$ cat config.mk
export PLATFORM = sky130hd
export DESIGN_NAME = dmem_responder
export DESIGN_NICKNAME = d
export VERILOG_FILES = /design/src/rtl/dmem_pkg.sv /design/src/rtl/dmem_responder_sync_fifo.sv /design/src/rtl/dmem_responder.sv
export SDC_FILE = /design/constraint.sdc
export NUM_CORES = 2
export LEC_CHECK = 0
export BUFFER_PORTS_ARGS = -buffer_cell sky130_fd_sc_hd__buf_4
export CORE_MARGIN = 1.5
export CORE_UTILIZATION = 30
export CTS_CLUSTER_SIZE = 40
export DETAILED_ROUTE_END_ITERATION = 16
export SKIP_CTS_REPAIR_TIMING = 1
export SLEW_MARGIN = 25
export SYNTH_ARGS = -nofsm -noshare
export SYNTH_HDL_FRONTEND = slang
export SYNTH_HIERARCHICAL = 1
export SYNTH_SLANG_ARGS = --single-unit
export TNS_END_PERCENT = 5
$ cat constraint.sdc
create_clock -name clk -period 6.2 [get_ports clk]
set_input_delay 1.24 -clock clk [delete_from_list [all_inputs] [get_ports clk]]
set_output_delay 1.24 -clock clk [all_outputs]
set_load 0.005 [all_outputs]
$ cat src/rtl/dmem_pkg.sv
// dmem_pkg: shared MMIO decode constants and status-word packing for dmem_responder
package dmem_pkg;
  localparam logic [3:0] MMIO_BASE_NIBBLE = 4'hF;
  localparam logic [3:0] OFF_CYCLE = 4'h0;
  localparam logic [3:0] OFF_CONSOLE = 4'h4;
  localparam logic [3:0] OFF_STATUS = 4'h8;
  localparam int ST_EMPTY = 0;
  localparam int ST_FULL = 1;
  localparam int ST_OVF = 2;
  localparam int ST_COUNT_LSB = 8;
  function automatic logic [31:0] status_word(input logic [7:0] count, input logic ovf, input logic full, input logic empty);
    status_word = '0;
    status_word[ST_COUNT_LSB +: 8] = count;
    status_word[ST_OVF] = ovf;
    status_word[ST_FULL] = full;
    status_word[ST_EMPTY] = empty;
  endfunction
endpackage

$ cat src/rtl/dmem_responder_sync_fifo.sv
// sync_fifo: registered FIFO with head-of-queue output; a push into a full FIFO succeeds only alongside a pop
module sync_fifo #(
  parameter int WIDTH = 8,
  parameter int DEPTH = 8
) (
  input  logic                     clk,
  input  logic                     reset,
  input  logic                     push,
  input  logic                     pop,
  input  logic [WIDTH-1:0]         din,
  output logic [WIDTH-1:0]         dout,
  output logic [$clog2(DEPTH):0]   count,
  output logic                     full,
  output logic                     empty,
  output logic                     drop
);
  localparam int AW = $clog2(DEPTH);
  logic [WIDTH-1:0] mem [DEPTH];
  logic [AW-1:0] wr_ptr, rd_ptr;
  logic do_push, do_pop;
  assign do_pop = pop && !empty;
  assign do_push = push && (!full || do_pop);
  assign drop = push && !do_push;
  assign full = count == (AW+1)'(DEPTH);
  assign empty = count == '0;
  // Empty reads as zero so the head byte has a defined reset value without clearing storage
  assign dout = empty ? '0 : mem[rd_ptr];
  always_ff @(posedge clk) begin
    if (reset) begin
      wr_ptr <= '0;
      rd_ptr <= '0;
      count <= '0;
    end else begin
      if (do_push) begin
        mem[wr_ptr] <= din;
        wr_ptr <= wr_ptr + 1'b1;
      end
      if (do_pop) rd_ptr <= rd_ptr + 1'b1;
      count <= count + (AW+1)'(do_push) - (AW+1)'(do_pop);
    end
  end
endmodule

$ cat src/rtl/dmem_responder.sv
// dmem_responder: word RAM plus MMIO cycle counter, console FIFO and status; DMEM_MISALIGN_CHECK_EN enables misaligned-store trapping
module dmem_responder
  import dmem_pkg::*;
#(
  parameter int ADDR_W = 6,
  parameter int FIFO_DEPTH = 8
) (
  input  logic        clk,
  input  logic        reset,
  input  logic        MemWriteM,
  input  logic [31:0] ALUOutM,
  input  logic [31:0] WriteDataM,
  output logic [31:0] ReadDataM,
  output logic [7:0]  con_data,
  output logic        con_valid,
  input  logic        con_ready,
  output logic        err_misaligned
);
  logic [31:0] ram [2**ADDR_W];
  logic [31:0] cycle;
  logic [ADDR_W-1:0] idx;
  logic [3:0] off;
  logic mmio, store, push, ovf, full, empty, drop;
  logic [$clog2(FIFO_DEPTH):0] count;
  logic unused_addr;
  assign unused_addr = ^ALUOutM;
  assign mmio = ALUOutM[31:28] == MMIO_BASE_NIBBLE;
  assign idx = ALUOutM[ADDR_W+1:2];
  assign off = ALUOutM[3:0];
`ifdef DMEM_MISALIGN_CHECK_EN
  logic err;
  assign store = MemWriteM && ALUOutM[1:0] == 2'b00;
  always_ff @(posedge clk) begin
    if (reset) err <= 1'b0;
    else if (MemWriteM && |ALUOutM[1:0]) err <= 1'b1;
  end
  assign err_misaligned = err;
`else
  assign store = MemWriteM;
  assign err_misaligned = 1'b0;
`endif
  assign push = store && mmio && off == OFF_CONSOLE;
  assign con_valid = !empty;
  // RAM is deliberately outside reset so stores in the reset cycle still land
  always_ff @(posedge clk) begin
    if (store && !mmio) ram[idx] <= WriteDataM;
  end
  always_ff @(posedge clk) begin
    if (reset) begin
      cycle <= '0;
      ovf <= 1'b0;
    end else begin
      cycle <= cycle + 1'b1;
      if (store && mmio && off == OFF_STATUS && WriteDataM[ST_OVF]) ovf <= 1'b0;
      else if (drop) ovf <= 1'b1;
    end
  end
  always_comb begin
    ReadDataM = !mmio ? ram[idx] :
                off == OFF_CYCLE ? cycle :
                off == OFF_STATUS ? status_word(8'(count), ovf, full, empty) : '0;
  end
  sync_fifo #(.WIDTH(8), .DEPTH(FIFO_DEPTH)) u_fifo (
    .clk(clk),
    .reset(reset),
    .push(push),
    .pop(con_valid && con_ready),
    .din(WriteDataM[7:0]),
    .dout(con_data),
    .count(count),
    .full(full),
    .empty(empty),
    .drop(drop)
  );
endmodule

==> run_results.csv <==
group,metric,value,unit
run_status,status,"finished, final reports clean",
grt,grt_max_degree,74,
cells_and_area,final_nets,4380,
drt,wl,256,mm
timing,fin_skew,0.0226,ns
die,start_util,30.2,%
drt,num_vias,44009,
drt,drt-pass1-iter-count,5,
power,leakage,30.4,nW
drt,route.detailed.drc,0,
die,rows,193,
worst_setup_path,rrSetupSlack,3.16,ns
cts,clock_latency,0.84,ns
cells_and_area,register_area,64300,µm²
placement,portBuffers,88,
cts,clk_pin_slew,0.06,ns
cts,cts-root-buf,"clkbuf_16",
die,die_w,530,µm
synth,ys.flop_type,"edfxtp_1",
cells_and_area,nFillCells,25503,
hold_path,holdCritStartpoint,"cycle[0]",
timing,layout_min_cycle_time,6.07,ns
cts,htree_levels,4,
power,cellPowerDensity,318,nW/µm²
hold_path,min_path_cells,1,
cells_and_area,syn_to_final_growth,16.9,%
cts,cts_buffers,216,
synth,ys_types,74,
worst_setup_path,critPathKind,"in -> out",
cells_and_area,design_area,97500,µm²
die,io_pins,110,
placement,gp_congestion,0.892,
grt,first_global_vias,42611,
die,core_area,276000,µm²
cells_and_area,final_layout_size_suffix_gt1_share,28.5,%
drt,vias_per_cell,5.37,
synth,syn-num-nets,3992,
grt,grt_pass1_wl,350,mm
power,ir_worst_vdd,0.280,mV
cts,clock-sinks,2158,
timing,slew_viol_final,0,
timing,finalCritPeriodShare,97.9,%
synth,async_reset_ff_share,0,%
drt,drt_iter0_drc,6306,
timing,grt_setup_unrepaired,"false",
grt,grt_use_total,17.9,%
timing,fin_hold_ws,0.500,ns
cts,cts_tree,"yes",
synth,synth-seq-cells,2158,
drt,wl_per_cell,31.2,µm
hold_path,hp-class,"reg -> reg",
run,drv_cap,0,
synth,syn_area,83400,µm²
hold_path,hold_path_end,"cycle[0]",
timing,slew_headroom,25.5,%
worst_setup_path,cp-start-kind,"primary input",
worst_setup_path,cp.required,4.96,ns
die,dieArea,281000,µm²
synth,postSynthCellCount,3915,
synth,synth_area_per_cell,21.3,µm²
worst_setup_path,arrival,4.83,ns
synth,yosys_warnings,6,
grt,antenna_found_initial,23,
synth,ys_seq_area_share,77.2,%
placement,dp_hpwl,156,mm
worst_setup_path,cp-end-kind,"output pin",
timing,setup_viol_count_final,0,
timing,tightest_slew,1.11,ns
placement,place_inst,7790,
timing,clock.fmax,165,MHz
grt,grt_overflow,0,
synth,synth_edf_count,2112,
drt,ant_nets,0,
placement,place_area,90700,µm²
timing,finalHoldViolCount,0,
power,clock_power_share,40.9,%
worst_setup_path,r2r_cells,11,
worst_setup_path,rr_startpoint,"u_fifo/count[2]",
power,combPwrFrac,6.8,%
cts,clock_path_buffers,3,
power,p_int,0.0240,W
die,die_h,530,µm
cells_and_area,multi_input_area,18200,µm²
cells_and_area,stdcell_count,8193,
worst_setup_path,crit_path_max_fanout,32,
worst_setup_path,reg2reg_to,"u_fifo/count[3]",
power,power.switching_fraction,22.5,%
power,power_frac_seq,52.3,%
power,power_switching,0.00697,W
power groups by stage:
stage,sequential (W),combinational [W],clock [W]
2_1_floorplan,0.0165,0.00103,0
3_3_place_gp,0.0165,0.00207,0
3_5_place_dp,0.0165,0.00209,0
4_1_cts,0.0162,0.00210,0.0128
5_1_grt,0.0162,0.00219,0.0134
6_report,0.0162,0.00210,0.0127
layout make-up:
type / count / share of cell area (%)
Antenna cell: 5 / 0.0128
Clock buffer: 263 / 5.77
Clock inverter: 135 / 1.18
Inverter: 15 / 0.0603
Multi-Input combinational cell: 1519 / 18.7
Sequential cell: 2158 / 66.0
Tap cell: 3705 / 4.76
Timing Repair Buffer: 393 / 3.50
layout by cell type (no fill, tap or decap), types with 23 or more instances in the layout:
cell type / netlist / final
nand2_1: 77 / 77
mux4_2: 477 / 477
edfxtp_1: 2112 / 2112
nand3_1: 62 / 62
buf_4: 18 / 355
clkinv_2: 0 / 39
nor3_1: 40 / 36
a22o_1: 35 / 35
mux2i_1: 142 / 142
nor2_1: 154 / 86
o22ai_1: 28 / 27
a21oi_1: 90 / 90
o21ai_0: 24 / 23
buf_12: 1 / 35
clkbuf_16: 0 / 218
a221oi_1: 37 / 37
clkinv_1: 1 / 59
nor2_4: 0 / 64
clkbuf_1: 86 / 45
dfxtp_1: 46 / 45
a22oi_1: 81 / 81
cells by family after synthesis:
logic type                 Yosys count  synth area share, %
DFF                               2158                 77.2
muxes                              635                 14.8
and+or+nand+nor                    447                 2.59
AOI/OAI and AO/OA                  398                 3.33
buffers and inverters              238                 1.67
xor gates and xnor gates            29                0.305
adders and majority gates            9                0.144
other                                1              0.00450
state kept, by name (all words and copies together) (netlist names), named ones only:
register / cells
u_fifo/count: 4
ram: 2048
u_fifo/mem: 64
ovf: 1
cycle: 32
u_fifo/wr_ptr: 3
u_fifo/rd_ptr: 3
layer usage:
metal | wire length [µm] | GRT usage [%] | vias to the layer above
li1 | - | - | 17315
met1 | 102000 | 24.7 | 23810
met2 | 119000 | 28.0 | 2474
met5 | 53 | 0 | -
met4 | 8410 | 5.65 | 8
met3 | 26500 | 3.99 | 402
worst max path at each step:
stage	from	endpoint	slack, ns	cells past startpoint
3_5_place_dp	ALUOutM[2]	ReadDataM[7]	-0.11	11
5_1_grt	ALUOutM[2]	ReadDataM[14]	0.004	10
2_1_floorplan	ALUOutM[2]	ram[0][0]	1.79	8
3_3_place_gp	ALUOutM[2]	ReadDataM[7]	-0.07	11
4_1_cts	ALUOutM[2]	ReadDataM[7]	-0.11	11
6_report	ALUOutM[2]	ReadDataM[7]	0.13	9
metrics by stage:
step / total power (W) / worst slack, ns / util, % / setup TNS [ns]
2_1_floorplan: 0.0175 / 1.79 / - / 0
3_3_place_gp: 0.0186 / -0.0731 / 32.8 / -0.0762
3_5_place_dp: 0.0186 / -0.111 / 32.8 / -0.111
4_1_cts: 0.0311 / -0.114 / 35.2 / -0.115
5_1_grt: 0.0318 / 0.00405 / 35.2 / 0
6_report: 0.0309 / 0.132 / 35.2 / 0
synthesized netlist by cell type, types with 25 or more instances:
cell      instances  area (µm²)
a22o_1           35         307
mux4_2          477       10700
buf_6            44         495
clkbuf_1         86         323
a22oi_1          81         608
nor2_1          154         578
dfxtp_1          46         921
a21oi_1          90         450
nand3_1          62         310
buf_1            25        93.8
nor3_1           40         200
a221oi_1         37         324
o22ai_1          28         175
buf_2            47         235
edfxtp_1       2112       63400
mux2i_1         142        1420
nand2_1          77         289
critical path: stages:
cell      delay (ns)
buf_8           0.43
buf_4           0.33
mux4_2          0.52
a221oi_1        0.93
o22ai_1         0.34
nor3_2          0.55
buf_4           0.23
nor2_1          0.05
buf_4           0.13
Note: power is estimated with default switching activity, not from simulation.
